## src/rtl/pong_ctrl_pkg.sv

```systemverilog
// pong_ctrl_pkg: shared types and constants for the pong game controller.
//   state_t         game state encoding (also the value shown on the state port)
//   BALLS_DEF       default number of balls per game
//   TIMER_TICKS_DEF default pause length in refresh ticks (2 s at 60 Hz)
//   BCD_W           width of one BCD score digit
package pong_ctrl_pkg;

  typedef enum logic [1:0] {
    NEWGAME = 2'b00,
    PLAY    = 2'b01,
    NEWBALL = 2'b10,
    OVER    = 2'b11
  } state_t;

  localparam int BALLS_DEF       = 3;
  localparam int TIMER_TICKS_DEF = 120;
  localparam int BCD_W           = 4;

endpackage

```

## src/rtl/pong_game_ctrl_if.sv

```systemverilog
// pong_game_ctrl_if: event/status bundle between the pong graphics side and
// the game controller.
//   refr_tick  frame pulse at start of vertical blank
//   btn        debounced player buttons (level)
//   hit, miss  one-cycle ball events from the graphics unit
//   gra_still  freeze graphics, ball parked at centre
//   state      game state for text overlay select
//   ball_cnt   balls remaining
//   score      two BCD digits {tens, ones}
//   timer_done pause timer at zero
// master: drives events/buttons and observes status; slave: the controller.
interface pong_game_ctrl_if;
  logic       refr_tick;
  logic [1:0] btn;
  logic       hit;
  logic       miss;
  logic       gra_still;
  logic [1:0] state;
  logic [1:0] ball_cnt;
  logic [7:0] score;
  logic       timer_done;

  modport master (
    output refr_tick, btn, hit, miss,
    input  gra_still, state, ball_cnt, score, timer_done
  );

  modport slave (
    input  refr_tick, btn, hit, miss,
    output gra_still, state, ball_cnt, score, timer_done
  );
endinterface

```

## src/rtl/pong_ctrl_timer.sv

```systemverilog
// pong_ctrl_timer: frame-based pause timer.
//   clk, reset  clock and asynchronous active-low reset (count cleared)
//   tick        refresh tick; decrements the count while nonzero
//   start       loads TIMER_TICKS; wins over a coincident tick
//   done        count is zero
module pong_ctrl_timer #(
  parameter int TIMER_TICKS = 120
) (
  input  logic clk,
  input  logic reset,
  input  logic tick,
  input  logic start,
  output logic done
);

  localparam int CNT_W = $clog2(TIMER_TICKS + 1);

  logic [CNT_W-1:0] count;

  always_ff @(posedge clk or negedge reset) begin
    if (!reset) begin
      count <= '0;
    end else if (start) begin
      count <= CNT_W'(TIMER_TICKS);
    end else if (tick && (count != '0)) begin
      count <= count - 1'b1;
    end
  end

  assign done = (count == '0);

endmodule

```

## src/rtl/pong_game_ctrl.sv

```systemverilog
// pong_game_ctrl: game-level sequencer for the pong display.
//   clk    system clock (shared with VGA sync)
//   reset  asynchronous active-low reset
//   ctrl   pong_game_ctrl_if.slave: refr_tick/btn/hit/miss in,
//          gra_still/state/ball_cnt/score/timer_done out
// Build option: define PONG_CTRL_SCORE_EN to include the BCD score counter;
// without it score is tied to 0x00 and hit is ignored.
module pong_game_ctrl
  import pong_ctrl_pkg::*;
#(
  parameter int BALLS       = BALLS_DEF,
  parameter int TIMER_TICKS = TIMER_TICKS_DEF
) (
  input  logic             clk,
  input  logic             reset,
  pong_game_ctrl_if.slave  ctrl
);

  state_t     state_q;
  logic       gra_still_q;
  logic [1:0] ball_cnt_q;
  logic       pressed;
  logic       timer_start;
  logic       timer_done;

  assign pressed     = (ctrl.btn != 2'b00);
  // The pause starts on the same edge that leaves PLAY on a miss.
  assign timer_start = (state_q == PLAY) && ctrl.miss;

  pong_ctrl_timer #(
    .TIMER_TICKS (TIMER_TICKS)
  ) u_timer (
    .clk   (clk),
    .reset (reset),
    .tick  (ctrl.refr_tick),
    .start (timer_start),
    .done  (timer_done)
  );

  // gra_still is registered alongside the state so it never glitches.
  always_ff @(posedge clk or negedge reset) begin
    if (!reset) begin
      state_q     <= NEWGAME;
      gra_still_q <= 1'b1;
      ball_cnt_q  <= 2'(BALLS);
    end else begin
      case (state_q)
        NEWGAME: begin
          if (pressed) begin
            state_q     <= PLAY;
            gra_still_q <= 1'b0;
          end
        end
        PLAY: begin
          if (ctrl.miss) begin
            gra_still_q <= 1'b1;
            if (ball_cnt_q > 2'd1) begin
              ball_cnt_q <= ball_cnt_q - 2'd1;
              state_q    <= NEWBALL;
            end else begin
              ball_cnt_q <= 2'd0;
              state_q    <= OVER;
            end
          end
        end
        NEWBALL: begin
          // A press during the pause is not remembered.
          if (timer_done && pressed) begin
            state_q     <= PLAY;
            gra_still_q <= 1'b0;
          end
        end
        OVER: begin
          if (timer_done) begin
            state_q    <= NEWGAME;
            ball_cnt_q <= 2'(BALLS);
          end
        end
        default: begin
          state_q     <= NEWGAME;
          gra_still_q <= 1'b1;
        end
      endcase
    end
  end

`ifdef PONG_CTRL_SCORE_EN
  logic [7:0] score_q;

  // Saturating two-digit BCD increment.
  function automatic logic [7:0] bcd_inc(input logic [7:0] s);
    logic [BCD_W-1:0] tens;
    logic [BCD_W-1:0] ones;
    tens = s[7:4];
    ones = s[3:0];
    if (s == 8'h99) begin
      return s;
    end else if (ones == 4'd9) begin
      return {tens + 4'd1, 4'd0};
    end else begin
      return {tens, ones + 4'd1};
    end
  endfunction

  // Score is cleared only when a new game starts, so the final score stays
  // visible through OVER and NEWGAME.
  always_ff @(posedge clk or negedge reset) begin
    if (!reset) begin
      score_q <= 8'h00;
    end else if ((state_q == NEWGAME) && pressed) begin
      score_q <= 8'h00;
    end else if ((state_q == PLAY) && ctrl.hit) begin
      score_q <= bcd_inc(score_q);
    end
  end

  assign ctrl.score = score_q;
`else
  logic unused_hit;
  assign unused_hit = ctrl.hit;
  assign ctrl.score = 8'h00;
`endif

  assign ctrl.state      = state_q;
  assign ctrl.gra_still  = gra_still_q;
  assign ctrl.ball_cnt   = ball_cnt_q;
  assign ctrl.timer_done = timer_done;

endmodule
```

## src/flat_wrapper.sv

```systemverilog
// flat-port wrapper written by rule: the top's interface ports become plain ports
module pong_game_ctrl_flat import pong_ctrl_pkg::*;
#(
  parameter int BALLS       = BALLS_DEF,
  parameter int TIMER_TICKS = TIMER_TICKS_DEF
)
  (clk, reset, ctrl_refr_tick, ctrl_btn, ctrl_hit, ctrl_miss, ctrl_gra_still, ctrl_state, ctrl_ball_cnt, ctrl_score, ctrl_timer_done);
  pong_game_ctrl_if ctrl_i ();
  input  logic clk;
  input  logic reset;
  input wire logic [$bits(ctrl_i.refr_tick)-1:0] ctrl_refr_tick;
  input wire logic [$bits(ctrl_i.btn)-1:0] ctrl_btn;
  input wire logic [$bits(ctrl_i.hit)-1:0] ctrl_hit;
  input wire logic [$bits(ctrl_i.miss)-1:0] ctrl_miss;
  output wire logic [$bits(ctrl_i.gra_still)-1:0] ctrl_gra_still;
  output wire logic [$bits(ctrl_i.state)-1:0] ctrl_state;
  output wire logic [$bits(ctrl_i.ball_cnt)-1:0] ctrl_ball_cnt;
  output wire logic [$bits(ctrl_i.score)-1:0] ctrl_score;
  output wire logic [$bits(ctrl_i.timer_done)-1:0] ctrl_timer_done;
  assign ctrl_i.refr_tick = ctrl_refr_tick;
  assign ctrl_i.btn = ctrl_btn;
  assign ctrl_i.hit = ctrl_hit;
  assign ctrl_i.miss = ctrl_miss;
  assign ctrl_gra_still = ctrl_i.gra_still;
  assign ctrl_state = ctrl_i.state;
  assign ctrl_ball_cnt = ctrl_i.ball_cnt;
  assign ctrl_score = ctrl_i.score;
  assign ctrl_timer_done = ctrl_i.timer_done;
  pong_game_ctrl #(.BALLS(BALLS), .TIMER_TICKS(TIMER_TICKS)) u_core (.clk(clk), .reset(reset), .ctrl(ctrl_i));
endmodule
```

## config.mk

```make
export PLATFORM = sky130hd
export DESIGN_NAME = pong_game_ctrl_flat
export DESIGN_NICKNAME = d
export VERILOG_FILES = /design/src/rtl/pong_ctrl_pkg.sv /design/src/rtl/pong_game_ctrl_if.sv /design/src/rtl/pong_ctrl_timer.sv /design/src/rtl/pong_game_ctrl.sv /design/src/flat_wrapper.sv
export SDC_FILE = /design/constraint.sdc
export NUM_CORES = 1
export LEC_CHECK = 0
export ABC_AREA = 1
export BUFFER_PORTS_ARGS = -buffer_cell sky130_fd_sc_hd__buf_2
export CAP_MARGIN = 20
export CORE_MARGIN = 3
export CORE_UTILIZATION = 53
export CTS_BUF_LIST = sky130_fd_sc_hd__clkbuf_4
export CTS_CLUSTER_DIAMETER = 150
export DETAILED_ROUTE_END_ITERATION = 16
export PLACE_DENSITY = 0.81
export SYNTH_ARGS = -nofsm -noshare
export SYNTH_HDL_FRONTEND = slang
export SYNTH_SLANG_ARGS = --single-unit
```

## constraint.sdc

```tcl
create_clock -name clk -period 1.6 [get_ports clk]
set_input_delay 0.32 -clock clk [delete_from_list [all_inputs] [get_ports clk]]
set_output_delay 0.32 -clock clk [all_outputs]
set_load 0.05 [all_outputs]
```

Yosys cells after proc, flatten, opt, wreduce, memory -nomap -nowiden
Cells that the tools add are included.

Register bits after elaboration: 12. Latch bits: 0. Memory bits (writable): 0. ROM bits: 0. Logic and storage cells: 43. Memories: 0.

Add/subtract/negate cells: 2. $mul: 0. Divide/modulo/power cells: 0. Order comparisons: 1. Eq/ne operators: 7. Shift operators: 0. Mux-type cells: 16. Bitwise logic cells: 0. Reduce and logical (&&, ||, !) cells: 13.

Operators by type and width (count): 2-bit two-way mux (7); 7-bit two-way mux (2); 2-bit case mux with 4 select lines (1); 4-bit AND reduction (2); 7-bit logical NOT (1); 7-bit nonzero test (1); 7-bit by 1-bit subtractor with 7-bit output (second input constant) (1); 2-bit by 1-bit inequality test with 1-bit output (second input constant) (3); 2-bit nonzero test (3); 2-bit == test (second input constant) (2); 1-bit two-way mux (4); 2-bit case mux with 2 select lines (1); 1-bit logical AND (3); 1-bit case mux with 3 select lines (1); 3-bit AND reduction (1); 3-bit nonzero test (1); 2-bit by 1-bit == test with 1-bit output (second input constant) (1); 2-bit by 1-bit > comparator with 1-bit output (second input constant) (1); 2-bit logical NOT (1); 2-bit inequality test (second input constant) (1); 2-bit by 1-bit subtractor with 2-bit output (second input constant) (1).

Depth between registers and ports, before layout
Gate-level depths: netlist of the first run.

Word-level depth: 4. Mapped depth: 8. Depth with buffers taken out: 8.

Hierarchy
A second synthesis of the first run with hierarchy kept.

Cell total of the unflattened synthesis: 113. Area total of the unflattened synthesis: 839.6 um^2.

Modules (own cells, without submodules): pong_ctrl_timer (instances 1, cells an instance 62, area each 480.5 um^2, sequential area each 175.2 um^2); pong_game_ctrl (instances 1, cells an instance 51, area each 359.1 um^2, sequential area each 128.9 um^2).

Worst setup path before layout of the first run
OpenSTA, ideal clock, no wires.

Kind: register to register. Start: reg u_core.u_timer.count[0]. End: reg u_core.u_timer.count[3]. Library setup time: 0.123 ns. Arrival: 1.366 ns. Required time: 1.477 ns. Path slack: 0.111 ns. Cell stages (with the launch flop): 8. Period minus slack after synthesis: 1.489 ns. Path through: dfrtp_1 > inv_1 > ha_1 > nand2_1 > nor2_4 > o21ai_4 > o21ai_0 > nand2_1.

Word-level cells in the longest chain between the ends: 3. Elaborated cells on any way between the ends: 6.

RTL lines: from (decl) (RTL line pong_ctrl_timer.sv:18) `logic [CNT_W-1:0] count;`; from (signal assigned) (RTL line pong_ctrl_timer.sv:24) `count <= CNT_W'(TIMER_TICKS);`; from (signal assigned) (RTL line pong_ctrl_timer.sv:26) `count <= count - 1'b1;`; 7-bit by 1-bit subtractor with 7-bit output / 7-bit nonzero test (equally long branches) (RTL line pong_ctrl_timer.sv:26, pong_ctrl_timer.sv:25); 7-bit two-way mux / 1-bit logical AND (equally long branches) (RTL line pong_ctrl_timer.sv:25) `end else if (tick && (count != '0)) begin`; 7-bit two-way mux / 2-bit nonzero test (equally long branches).

Parallel ways exist; a longest one is shown, timed or not. The select of a mux whose other input is x is not followed. A chain may end at the register's enable or synchronous reset.

Worst setup path after layout of the first run
Start: reg u_core.u_timer.count[0]. End: out ctrl_timer_done.

Word-level cells in the longest chain between the ends: 1.

RTL lines: 7-bit logical NOT (RTL line pong_ctrl_timer.sv:30) `assign done = (count == '0);`; to (decl) (RTL line flat_wrapper.sv:19) `output wire logic [$bits(ctrl_i.timer_done)-1:0] ctrl_timer_done;`.

Every way passes these cells.

==> results of run 1 <==
-- worst reg2reg max path, delay by kind of cell (launching register included) --
family          cells  cell delay (ps)
buf+inv             3              280
flops               1              360
simple gates        4              240
compound gates      1              230
fa+ha+maj           1              160
-- routing by layer --
| metal | share of wire | track usage | vias to the layer above | wire, um |
|---|---|---|---|---|
| met1 | 0.39 | 0.223 | 304 | 607 |
| met2 | 0.53 | 0.270 | 23 | 828 |
| met4 | 0.024 | 0.120 | 0 | 38 |
| met5 | 0 | 0 | - | 0 |
| li1 | - | - | 329 | - |
| met3 | 0.053 | 0.0290 | 4 | 82 |
-- power by group --
group          leakage, nW  internal, mW  switching (mW)
sequential           0.135         0.486           0.156
clock               0.0154        0.0905           0.103
combinational        0.360         0.415           0.755
-- state kept, by name, summed over array words and instances, names as in the netlist --
register,flops
u_core.ctrl.ball_cnt,2
u_core.ctrl.gra_still,1
u_core.ctrl.state,2
u_core.u_timer.count,7
-- stage by stage --
stage	util	instance area [um2]	instances	TNS [ps]
4_1_cts	0.662	872	132	0
5_1_grt	0.692	912	133	-28.4
3_3_place_gp	0.613	807	125	0
2_1_floorplan	-	786	106	0
6_report	0.692	912	133	0
3_5_place_dp	0.613	807	125	0
-- area by class of cell --
cell class	instances	area, um2
Fill cell	106	405
Multi-Input combinational cell	69	388
Sequential cell	12	308
Timing Repair Buffer	16	105
Inverter	17	66.3
Clock buffer	3	22.5
Tap cell	15	18.8
Clock inverter	1	3.75
-- worst paths after layout --
path,from,end,slack (ps),depth (start not counted)
worst max register to register,u_core.u_timer.count[0],u_core.u_timer.count[3],220,9
worst max-delay path,u_core.u_timer.count[0],ctrl_timer_done,60,5
worst min register to register,u_core.ctrl.gra_still,u_core.ctrl.gra_still,470,2
worst min-delay path,ctrl_miss,u_core.ctrl.gra_still,360,3
max in group asynchronous,reset,u_core.ctrl.ball_cnt[1],900,2
min in group asynchronous,reset,u_core.ctrl.state[0],430,2
-- cells in the final DEF, fill, tap and decap left out, types with 4 or more instances in the layout --
| cell | instances |
|---|---|
| buf_2 | 10 |
| buf_4 | 4 |
| conb_1 | 8 |
| dfrtp_1 | 6 |
| inv_1 | 14 |
| nand2_1 | 29 |
| nand3_1 | 8 |
-- cell families (layout without fill, tap and decap cells) --
family	Yosys count	after routing	synth area share
compound gates	9	9	0.0890
xor+xnor	3	3	0.0346
fa+ha+maj	1	1	0.0165
buf+inv	25	37	0.166
flops	12	12	0.400
other cells	1	8	0.00494
simple gates	48	48	0.288
-- timing repair --
action | 4_1_cts | 5_1_grt
endpoints found under the setup margin | 1 | 1
endpoints found under the hold margin | 9 | 0
gates resized for setup | 4 | 11
setup buffers | 2 | 1
pin swaps | 1 | 1
cloned | 0 | 0
hold buffers | 1 | 0
==> results.py, run 1 <==
metrics = {
    "run_status": {
        "status": "finished, final reports clean",
    },
    "drt": {
        "drt_iter0_drc": 22,
        "wirelength_mm": 1.56,
        "dr.pass1.iters": 4,
        "drc": 0,
        "ant_nets": 0,
        "vias": 660,
        "via_per_inst": 4.96,
        "wire_per_inst_um": 11.7,
    },
    "sta": {
        "hold_slack_ps": 356,
        "hold_viol": 0,
        "drv_slew": 0,
        "clock.fmax_mhz": 649,
        "finClkSkew_ps": 13.1,
        "finalSetupViolations": 0,
        "fin_crit_ps": 1540,
        "finalCritPeriodShare": 0.963,
        "fin_ws_ps": 58.5,
    },
    "grt": {
        "grt_pass1_wl_mm": 2.46,
        "track_usage": 0.176,
        "grt_max_degree": 13,
        "grt_overflow_total": 0,
        "antenna_found_initial": 0,
        "grt_pass1_vias": 593,
    },
    "setup_path": {
        "critPathKind": "reg2out",
        "crit_chain": "inv_2 -> ha_4 -> nand2_4 -> nor2_4 -> buf_8",
        "worstPathMaxFanout": 2,
        "critical_path_required_ps": 1280,
        "end_kind": "output port",
        "crit_arrival_ps": 1220,
        "cp-start-kind": "flip-flop",
        "cp_slowest_cell": "dfrtp_1",
        "path_delay_family": "flip-flops",
        "path_buf_inv": 2,
        "cp_slowest_stage_delay_ps": 390,
    },
    "logic_synthesis": {
        "synth_commonest_cells": "30 x nand2_1, 16 x inv_1, 9 x dfrtp_1",
        "ys_types": 25,
        "synth-async-reset-ratio": 1.00,
        "postSynthCellCount": 99,
        "synthDominantCellAreaShare": 0.297,
        "synth_top_area_cell": "dfrtp_1",
        "yosysMostFrequentCell": "nand2_1",
        "synth_area_leaders": "dfrtp_1 30%, nand2_1 15%, dfstp_2 10%",
        "synth_seq_cells": 12,
        "yosysSeqAreaShare": 0.400,
        "ys_warn_count": 0,
        "syn-cell-area_um2": 759,
        "synth_edf_count": 0,
        "synthFlopType": "dfrtp_1",
        "avgSynthCellArea_um2": 7.67,
    },
    "floorplanning": {
        "die_area_mm2": 0.00192,
        "row_count": 13,
        "die_x_um": 43.9,
        "start_util": 0.576,
        "coreArea_mm2": 0.00132,
        "ios": 21,
        "die_y_um": 43.9,
    },
    "layout": {
        "layout.nets": 127,
        "diodes": 0,
        "drive_gt1_frac": 0.305,
        "syn2layout_area_growth_pct": 20.1,
    },
    "power_and_ir_drop": {
        "power_mw": 2.01,
        "power_density_mw_per_mm2": 2200,
        "irDropWorstVdd_v": 0.00126,
        "leakage_nw": 0.510,
    },
    "worst_hold_path": {
        "hp-class": "in2reg",
    },
    "clock_network": {
        "clock-sinks": 12,
        "tritoncts": "done",
        "clk_pin_slew_ps": 80,
        "cts_root_buffer": "clkbuf_4",
        "clk_latency_ps": 280,
        "h-tree-depth": 1,
        "cts_made_buffers": 3,
        "cts.path.max_buffers": 2,
    },
    "placed_design": {
        "numPortBuffers": 11,
        "place_ws_ps": 95.6,
        "gp_congestion": 0.804,
        "dp_hpwl_mm": 1.03,
    },
    "flow_run": {
        "max-cap-violations": 0,
    },
}
(Power assumes the default switching activity.)
==> inputs of run 2 (changes only) <==
CTS_BUF_LIST = sky130_fd_sc_hd__clkbuf_8   (was sky130_fd_sc_hd__clkbuf_4)
CTS_CLUSTER_SIZE = 12   (was unset)
==> run 2 against run 1 <==
Effect of this change: worst hold slack improved by 49 ps; count of clock-buffer cells in the layout rose by 1; clock skew fell by 13 ps; sequential share of layout area fell by 0.68 points; via count fell by 4.2%; critical endpoint unchanged; largest cell class unchanged.
==> results.py, run 2 (same netlist as run 1, synthesis figures left out) <==
metrics = {
    "run_status": {
        "status": "finished, final reports clean",
    },
    "drt": {
        "via_per_inst": 4.79,
        "dr.pass1.iters": 4,
        "wire_per_inst_um": 10.6,
        "vias": 632,
        "drc": 0,
        "drt_iter0_drc": 18,
        "ant_nets": 0,
        "wirelength_mm": 1.40,
    },
    "clock_network": {
        "cts_root_buffer": "clkbuf_8",
        "cts.path.max_buffers": 2,
        "clk_pin_slew_ps": 50,
        "cts_made_buffers": 3,
        "clk_latency_ps": 240,
        "tritoncts": "done",
        "clock-sinks": 12,
        "h-tree-depth": 1,
    },
    "grt": {
        "track_usage": 0.162,
        "grt_overflow_total": 0,
        "antenna_found_initial": 0,
        "grt_max_degree": 13,
        "grt_pass1_wl_mm": 2.30,
        "grt_pass1_vias": 561,
    },
    "worst_hold_path": {
        "hold_path_end": "u_core.ctrl.gra_still",
        "hold_start": "ctrl_miss",
        "hp-class": "in2reg",
        "holdPathStages": 3,
    },
    "power_and_ir_drop": {
        "leakage_nw": 0.515,
        "irDropWorstVdd_v": 0.00110,
        "power_density_mw_per_mm2": 2240,
    },
    "floorplanning": {
        "start_util": 0.576,
        "row_count": 13,
        "die_area_mm2": 0.00192,
        "coreArea_mm2": 0.00132,
        "ios": 21,
        "die_y_um": 43.9,
        "die_x_um": 43.9,
    },
    "sta": {
        "finalSetupViolations": 0,
        "drv_slew": 0,
        "finClkSkew_ps": 0.521,
        "finalCritPeriodShare": 0.955,
        "hold_viol": 0,
        "setup_tns_ps": 0,
        "fin_crit_ps": 1530,
        "clock.fmax_mhz": 654,
    },
    "layout": {
        "layout_commonest_cell": "nand2_1",
        "layout.nets": 126,
        "top_register": "u_core.u_timer.count",
        "largest_reg_flops": 7,
        "final_cell_mix": "29 x nand2_1, 14 x inv_1, 10 x buf_2",
        "instances_no_fill": 132,
        "drive_gt1_frac": 0.282,
        "diodes": 0,
        "syn2layout_area_growth_pct": 21.1,
    },
    "placed_design": {
        "numPortBuffers": 11,
        "gp_congestion": 0.804,
        "placed_cells": 125,
        "dp_hpwl_mm": 1.03,
    },
    "setup_path": {
        "critical_path_required_ps": 1280,
        "path_delay_family": "flip-flops",
        "cp_slowest_cell": "dfrtp_1",
        "worstPathMaxFanout": 3,
        "r2r_slack_ps": 170,
        "crit_arrival_ps": 1210,
        "path_buf_inv": 2,
        "cp-start-kind": "flip-flop",
        "critPathKind": "reg2out",
        "cp_slowest_stage_delay_ps": 400,
        "end_kind": "output port",
        "worst-r2r-cell-count": 9,
        "worst_r2r_endpoint": "u_core.u_timer.count[3]",
        "crit_chain": "inv_2 -> ha_4 -> nand2_2 -> nor2_4 -> buf_8",
        "reg2reg_from": "u_core.u_timer.count[0]",
    },
    "flow_run": {
        "max-cap-violations": 0,
    },
}
-- run 2: final cells by class --
class	instances	area [um2]
Inverter	17	66.3
Fill cell	105	398
Multi-Input combinational cell	69	378
Clock buffer	4	55.1
Timing Repair Buffer	15	97.6
Tap cell	15	18.8
Sequential cell	12	304
-- run 2: report_power, final --
part / leakage [nW] / total, mW / internal (mW) / switching (mW)
combinational: 0.348 / 1.10 / 0.384 / 0.721
sequential: 0.138 / 0.629 / 0.480 / 0.149
clock: 0.0288 / 0.327 / 0.217 / 0.110
-- run 2: how the worst max path moves through the flow --
stage | from | endpoint | slack [ps] | cells past startpoint
after floorplan | u_core.u_timer.count[0] | u_core.u_timer.count[3] | 110 | 7
after global placement | u_core.u_timer.count[1] | ctrl_timer_done | 120 | 5
after detailed placement | u_core.u_timer.count[0] | ctrl_timer_done | 100 | 5
after CTS | u_core.u_timer.count[0] | ctrl_timer_done | 30 | 5
after global routing | u_core.u_timer.count[4] | ctrl_timer_done | -8 | 4
final | u_core.u_timer.count[0] | ctrl_timer_done | 70 | 5
-- run 2: worst min-delay path, cell delays in order --
cell	delay (ps)
buf_2	120
nand2_4	130
nand2_1	70
-- run 2: layer usage --
metal,vias to the layer above,track usage,routed length (um)
li1,327,-,-
met1,289,0.218,618
met2,14,0.230,704
met3,2,0.0166,52
met4,0,0.139,19
met5,-,0,0
-- run 2: what timing repair did --
action,CTS,global route
endpoints found under the setup margin,1,3
pin swaps,1,1
gates resized for setup,2,8
hold buffers,1,0
endpoints found under the hold margin,9,0
buffers inserted,1,1
-- run 2: stage by stage --
| stage | utilization | hold slack [ps] | setup slack [ps] | power [mW] | cell area, um2 |
|---|---|---|---|---|---|
| global route | 0.698 | 430 | -8.09 | 2.25 | 920 |
| finish | 0.698 | 406 | 71.7 | 2.06 | 920 |
| detailed placement | 0.613 | 209 | 95.6 | 1.62 | 807 |
| global placement | 0.613 | 207 | 116 | 1.59 | 807 |
| floorplan | - | 24.4 | 111 | 1.44 | 786 |
| CTS | 0.672 | 406 | 28.7 | 1.97 | 886 |
